$ cat src/rtl/branch_predictor_if.sv
// Lookup/update bundle between decode, execute and the branch direction predictor.
// The master drives lookups and resolved outcomes; the slave (the predictor) returns predictions.
interface branch_predictor_if #(
    parameter int unsigned XLEN = 32,
    parameter int unsigned IW   = 6
);
    logic            lookup_valid;
    logic [XLEN-1:0] lookup_pc;
    logic            branch_prediction;
    logic [IW-1:0]   predict_index;
    logic            update_valid;
    logic [IW-1:0]   update_index;
    logic            update_taken;
    logic            update_mispredicted;
    logic [31:0]     mispredict_count;

    modport master (
        output lookup_valid, lookup_pc, update_valid, update_index, update_taken,
               update_mispredicted,
        input  branch_prediction, predict_index, mispredict_count
    );

    modport slave (
        input  lookup_valid, lookup_pc, update_valid, update_index, update_taken,
               update_mispredicted,
        output branch_prediction, predict_index, mispredict_count
    );
endinterface

$ cat src/rtl/branch_predictor.sv
// Decode-stage direction predictor: table of 2-bit saturating counters with zero-latency lookup.
// Define BRANCH_PREDICTOR_GSHARE_EN to XOR a non-speculative global history into the index.
module branch_predictor #(
    parameter int unsigned XLEN        = 32,
    parameter int unsigned BHT_ENTRIES = 64,
    parameter int unsigned GHR_BITS    = 6
) (
    input logic               clk,
    input logic               rst_n,
    branch_predictor_if.slave bp
);
    localparam int unsigned IW = $clog2(BHT_ENTRIES);

    if (BHT_ENTRIES < 4 || (BHT_ENTRIES & (BHT_ENTRIES - 1)) != 0) begin : g_bad_entries
        $error("BHT_ENTRIES must be a power of two, at least 4");
    end
    if (GHR_BITS > IW) begin : g_bad_ghr
        $error("GHR_BITS must not exceed log2(BHT_ENTRIES)");
    end

    logic [1:0]    cnt_q [BHT_ENTRIES];
    logic [1:0]    cnt_d [BHT_ENTRIES];
    logic [31:0]   miss_q, miss_d;
    logic [1:0]    upd_cnt;
    logic [IW-1:0] base_idx;
    logic [IW-1:0] lookup_idx;
    logic          unused_pc_bits;

    assign base_idx       = bp.lookup_pc[IW+1:2];
    assign unused_pc_bits = ^{bp.lookup_pc[XLEN-1:IW+2], bp.lookup_pc[1:0]};

`ifdef BRANCH_PREDICTOR_GSHARE_EN
    logic [GHR_BITS-1:0] ghr_q, ghr_d;

    // Only resolved branches enter the history; a coinciding lookup sees the pre-shift value.
    always_comb begin
        ghr_d = ghr_q;
        if (bp.update_valid) begin
            ghr_d = (ghr_q << 1) | GHR_BITS'(bp.update_taken);
        end
    end

    always_ff @(posedge clk or negedge rst_n) begin
        if (!rst_n) begin
            ghr_q <= '0;
        end else begin
            ghr_q <= ghr_d;
        end
    end

    assign lookup_idx = base_idx ^ IW'(ghr_q);
`else
    assign lookup_idx = base_idx;
`endif

    assign bp.predict_index     = lookup_idx;
    assign bp.branch_prediction = bp.lookup_valid & cnt_q[lookup_idx][1];
    assign bp.mispredict_count  = miss_q;

    assign upd_cnt = cnt_q[bp.update_index];

    // Training uses the index carried down the pipe, never a recomputed one.
    always_comb begin
        cnt_d  = cnt_q;
        miss_d = miss_q;
        if (bp.update_valid) begin
            if (bp.update_taken) begin
                if (upd_cnt != 2'b11) begin
                    cnt_d[bp.update_index] = upd_cnt + 2'd1;
                end
            end else if (upd_cnt != 2'b00) begin
                cnt_d[bp.update_index] = upd_cnt - 2'd1;
            end
            if (bp.update_mispredicted && miss_q != 32'hFFFF_FFFF) begin
                miss_d = miss_q + 32'd1;
            end
        end
    end

    always_ff @(posedge clk or negedge rst_n) begin
        if (!rst_n) begin
            for (int i = 0; i < int'(BHT_ENTRIES); i++) begin
                cnt_q[i] <= 2'b01;
            end
            miss_q <= '0;
        end else begin
            cnt_q  <= cnt_d;
            miss_q <= miss_d;
        end
    end
endmodule

$ cat src/flat_wrapper.sv
// flat-port wrapper written by rule: the top's interface ports become plain ports
module branch_predictor_flat 
#(
    parameter int unsigned XLEN        = 32,
    parameter int unsigned BHT_ENTRIES = 64,
    parameter int unsigned GHR_BITS    = 6
)
  (clk, rst_n, bp_lookup_valid, bp_lookup_pc, bp_update_valid, bp_update_index, bp_update_taken, bp_update_mispredicted, bp_branch_prediction, bp_predict_index, bp_mispredict_count);
  branch_predictor_if #(.XLEN(XLEN)) bp_i ();
  input logic clk;
  input logic rst_n;
  input wire logic [$bits(bp_i.lookup_valid)-1:0] bp_lookup_valid;
  input wire logic [$bits(bp_i.lookup_pc)-1:0] bp_lookup_pc;
  input wire logic [$bits(bp_i.update_valid)-1:0] bp_update_valid;
  input wire logic [$bits(bp_i.update_index)-1:0] bp_update_index;
  input wire logic [$bits(bp_i.update_taken)-1:0] bp_update_taken;
  input wire logic [$bits(bp_i.update_mispredicted)-1:0] bp_update_mispredicted;
  output wire logic [$bits(bp_i.branch_prediction)-1:0] bp_branch_prediction;
  output wire logic [$bits(bp_i.predict_index)-1:0] bp_predict_index;
  output wire logic [$bits(bp_i.mispredict_count)-1:0] bp_mispredict_count;
  assign bp_i.lookup_valid = bp_lookup_valid;
  assign bp_i.lookup_pc = bp_lookup_pc;
  assign bp_i.update_valid = bp_update_valid;
  assign bp_i.update_index = bp_update_index;
  assign bp_i.update_taken = bp_update_taken;
  assign bp_i.update_mispredicted = bp_update_mispredicted;
  assign bp_branch_prediction = bp_i.branch_prediction;
  assign bp_predict_index = bp_i.predict_index;
  assign bp_mispredict_count = bp_i.mispredict_count;
  branch_predictor #(.XLEN(XLEN), .BHT_ENTRIES(BHT_ENTRIES), .GHR_BITS(GHR_BITS)) u_core (.clk(clk), .rst_n(rst_n), .bp(bp_i));
endmodule
$ cat config.mk
export PLATFORM = sky130hd
export DESIGN_NAME = branch_predictor_flat
export DESIGN_NICKNAME = d
export VERILOG_FILES = /design/src/rtl/branch_predictor_if.sv /design/src/rtl/branch_predictor.sv /design/src/flat_wrapper.sv
export SDC_FILE = /design/constraint.sdc
export NUM_CORES = 1
export LEC_CHECK = 0
export ABC_AREA = 1
export CORE_MARGIN = 1.5
export CORE_UTILIZATION = 45
export CTS_CLUSTER_SIZE = 30
export DETAILED_ROUTE_END_ITERATION = 16
export GPL_TIMING_DRIVEN = 0
export PLACE_DENSITY = 0.76
export SETUP_SLACK_MARGIN = 0.02
export SLEW_MARGIN = 20
export SYNTH_ARGS = -nofsm -noshare
export SYNTH_HDL_FRONTEND = slang
export SYNTH_SLANG_ARGS = --single-unit
export TNS_END_PERCENT = 20
$ cat constraint.sdc
create_clock -name clk -period 3.1 [get_ports clk]
set_input_delay 0.31 -clock clk [delete_from_list [all_inputs] [get_ports clk]]
set_output_delay 0.31 -clock clk [all_outputs]
set_load 0.05 [all_outputs]
==> impl_metrics.py <==
metrics = {
    "routing": {
        "ant_nets": 0,
        "num_vias": 9379,
        "route.detailed.drc": 0,
        "drt-total-wl_um": 29500,
        "wl_per_cell_um": 17.2,
        "dr.pass1.iters": 6,
        "drtIter0Drc": 1123,
        "avgViaCountPerCell": 5.47,
    },
    "global_route": {
        "antenna_found_initial": 0,
        "grt.total_usage_pct": 27.6,
        "grt_first_pass_wirelength_um": 46100,
        "grt_max_degree": 99,
        "grt_pass1_vias": 8614,
        "gr-total-overflow": 0,
    },
    "timing": {
        "finalHoldViolations": 0,
        "clock_skew_ps": 14.3,
        "finalCriticalPeriod_ps": 2990,
        "finalMaxSlewViolations": 0,
        "clock.fmax_mhz": 334,
        "worstMarginPinSlew_ps": 636,
        "whs_ps": 384,
        "grt_setup_unrepaired": "yes",
        "finalSetupTns_ps": 0,
        "slew_headroom_pct": 57.6,
        "period_share_pct": 96.5,
        "setup_violations": 0,
    },
    "critical_path": {
        "path_common_cell": "nand2_1",
        "slowest_delay_ps": 330,
        "cp_slowest_cell": "clkbuf_2",
        "worst_setup_path_end_kind": "register",
        "cp.required_ps": 3440,
        "crit_path_cell_trace": "clkdlybuf4s15_2, inv_2, clkbuf_2, a21oi_1, or2_2, nand2_1, nand2_1, nand2_1, nand2_1, nor2_1, nand2_1, ha_1, a211oi_2, inv_2, nor2_1, inv_2, nor2_1, inv_1, o21ai_0",
        "crit_path_start_kind": "input pin",
        "critPathMaxFanout": 10,
        "path_buf_inv": 6,
        "worst_path_dominant_cell_family": "buffers and inverters",
        "critPathKind": "in -> reg",
        "worst_ep_arrival_time_ps": 3330,
    },
    "worst_hold_path": {
        "hp-class": "in -> async",
    },
    "cells_and_area": {
        "drive_gt1_share_pct": 13.9,
        "fin_util_pct": 54.4,
        "synthToLayoutAreaGrowth_pct": 18.0,
        "stdcell_area_mm2": 0.0111,
        "final_cells": 1716,
        "final_cell_mix": "nand2_1 (531), nand3_1 (125), nor2_1 (119), inv_1 (113), dfrtp_1 (96)",
        "diodes": 0,
        "layout_commonest_cell": "nand2_1",
        "nets": 1480,
    },
    "status": {
        "status": "finished clean",
    },
    "clock_tree": {
        "cts_num_sinks": 160,
        "numCtsBuffers": 17,
        "htree_num_levels": 4,
        "clockRootBuffer": "clkbuf_16",
        "cts_tree": "built",
        "clk_pin_slew_ps": 70,
        "cts_max_path_buffers": 2,
        "clk_latency_ps": 440,
    },
    "die": {
        "chipHeight_um": 147,
        "core.rowCount": 52,
        "start_util_pct": 46.1,
        "coreArea_mm2": 0.0204,
        "fp.dieW_um": 147,
        "fp.dieArea_mm2": 0.0217,
        "io_pins": 83,
    },
    "synthesis": {
        "netlist_area_mm2": 0.00938,
        "synthDominantCellAreaShare_pct": 25.6,
        "yosys.area.top_type": "dfrtp_1",
        "synth_cell_type_count": 32,
        "synth.avg_cell_area_um2": 6.93,
        "synth-seq-cells": 160,
        "ys_seq_area_share_pct": 43.5,
        "syn_nets": 1401,
        "synth_area_leaders": "dfrtp_1 (26%), nand2_1 (21%), dfstp_2 (18%)",
        "syn_inst": 1354,
        "yosys_warnings": 0,
    },
    "place": {
        "place_area_mm2": 0.0103,
        "placed_cells": 1677,
        "post-dp-hpwl_um": 20100,
        "routabilityCongestion": 0.960,
        "io_buffers": 52,
    },
    "pwr": {
        "powerDensity_mw_per_mm2": 559,
        "ir_drop_mv": 0.629,
        "p_leak_nw": 4.93,
    },
    "run": {
        "drv_cap": 0,
    },
}
## per-layer routing
layer | vias to the layer above | track usage, % | share of wire (%)
met4 | 0 | 11.3 | 3.3
met5 | - | 0 | 0
li1 | 4417 | - | -
met1 | 4400 | 37.6 | 42
met3 | 78 | 6.02 | 9.7
met2 | 484 | 42.8 | 45
## final timing paths
path | start | endpoint | slack [ps] | cells after the start
max | bp_update_index[1] | u_core.cnt_q[103] | 110 | 19
min | rst_n | u_core.cnt_q[83] | 380 | 2
max reg2reg | register | u_core.cnt_q[103] | 160 | 16
min reg2reg | register | register | 470 | 2
max in group asynchronous | rst_n | async pin | 1810 | 3
min in group clk | register | register | 470 | 2
## logic make-up after synthesis
| kind of cell | synth area share [%] |
|---|---|
| AO/OA/AOI/OAI | 7.31 |
| XOR/XNOR | 2.80 |
| adder cells (fa/ha/maj) | 0.400 |
| buffers and inverters | 8.68 |
| flip-flops | 43.5 |
| AND/OR/NAND/NOR | 37.3 |
## metrics by stage
| stage | total power [mW] | setup WS (ps) |
|---|---|---|
| final | 6.19 | 108 |
| after floorplan | 3.51 | 368 |
| after global placement | 3.96 | -4820 |
| after CTS | 6.15 | 9.92 |
| after global routing | 6.44 | -31.0 |
| after detailed placement | 4.00 | -1330 |
## what timing repair did
action	CTS	global route
endpoints found under the setup margin	129	129
setup buffers	2	4
hold endpoints to repair	35	0
resized for setup	37	31
hold buffers	1	0
pin swaps	2	3
cloned	0	0
## power breakdown
part | leakage, nW | switching [mW] | internal, mW
sequential | 1.94 | 0.260 | 2.47
clock | 0.282 | 0.964 | 1.19
combinational | 2.71 | 0.870 | 0.437
total | 4.93 | 2.09 | 4.09
## area by class of cell
class | instances | area, um2
clock inverters | 12 | 125
plain buffers | 58 | 380
clock buffers | 20 | 467
multi-input cells | 1011 | 4600
well taps | 270 | 338
fillers | 1906 | 9290
repair buffers | 60 | 602
inverters | 125 | 474
flip-flops and latches | 160 | 4080
## cells in the mapped netlist (all sizes together)
cell,n
a211oi,1
a21boi,1
a21oi,21
and2,1
and3,1
buf,38
clkbuf,20
dfrtp,96
dfstp,64
ha,3
inv,125
nand2,532
nand3,135
nand3b,1
nand4,13
nor2,133
nor2b,1
nor3,21
o211ai,8
o21ai,101
or2,8
xnor2,8
xor2,22
## worst register-to-register path: stages (launching register included)
cell	delay, ps
dfstp_2	370
or2_1	200
o211ai_1	120
nand2_1	80
o21ai_1	180
nand2_1	150
nor2_2	170
buf_6	150
nand2_1	70
ha_1	210
a211oi_2	200
inv_2	130
nor2_1	130
inv_2	170
nor2_1	200
inv_1	110
o21ai_0	210
Power figures use the tool's default switching activity.
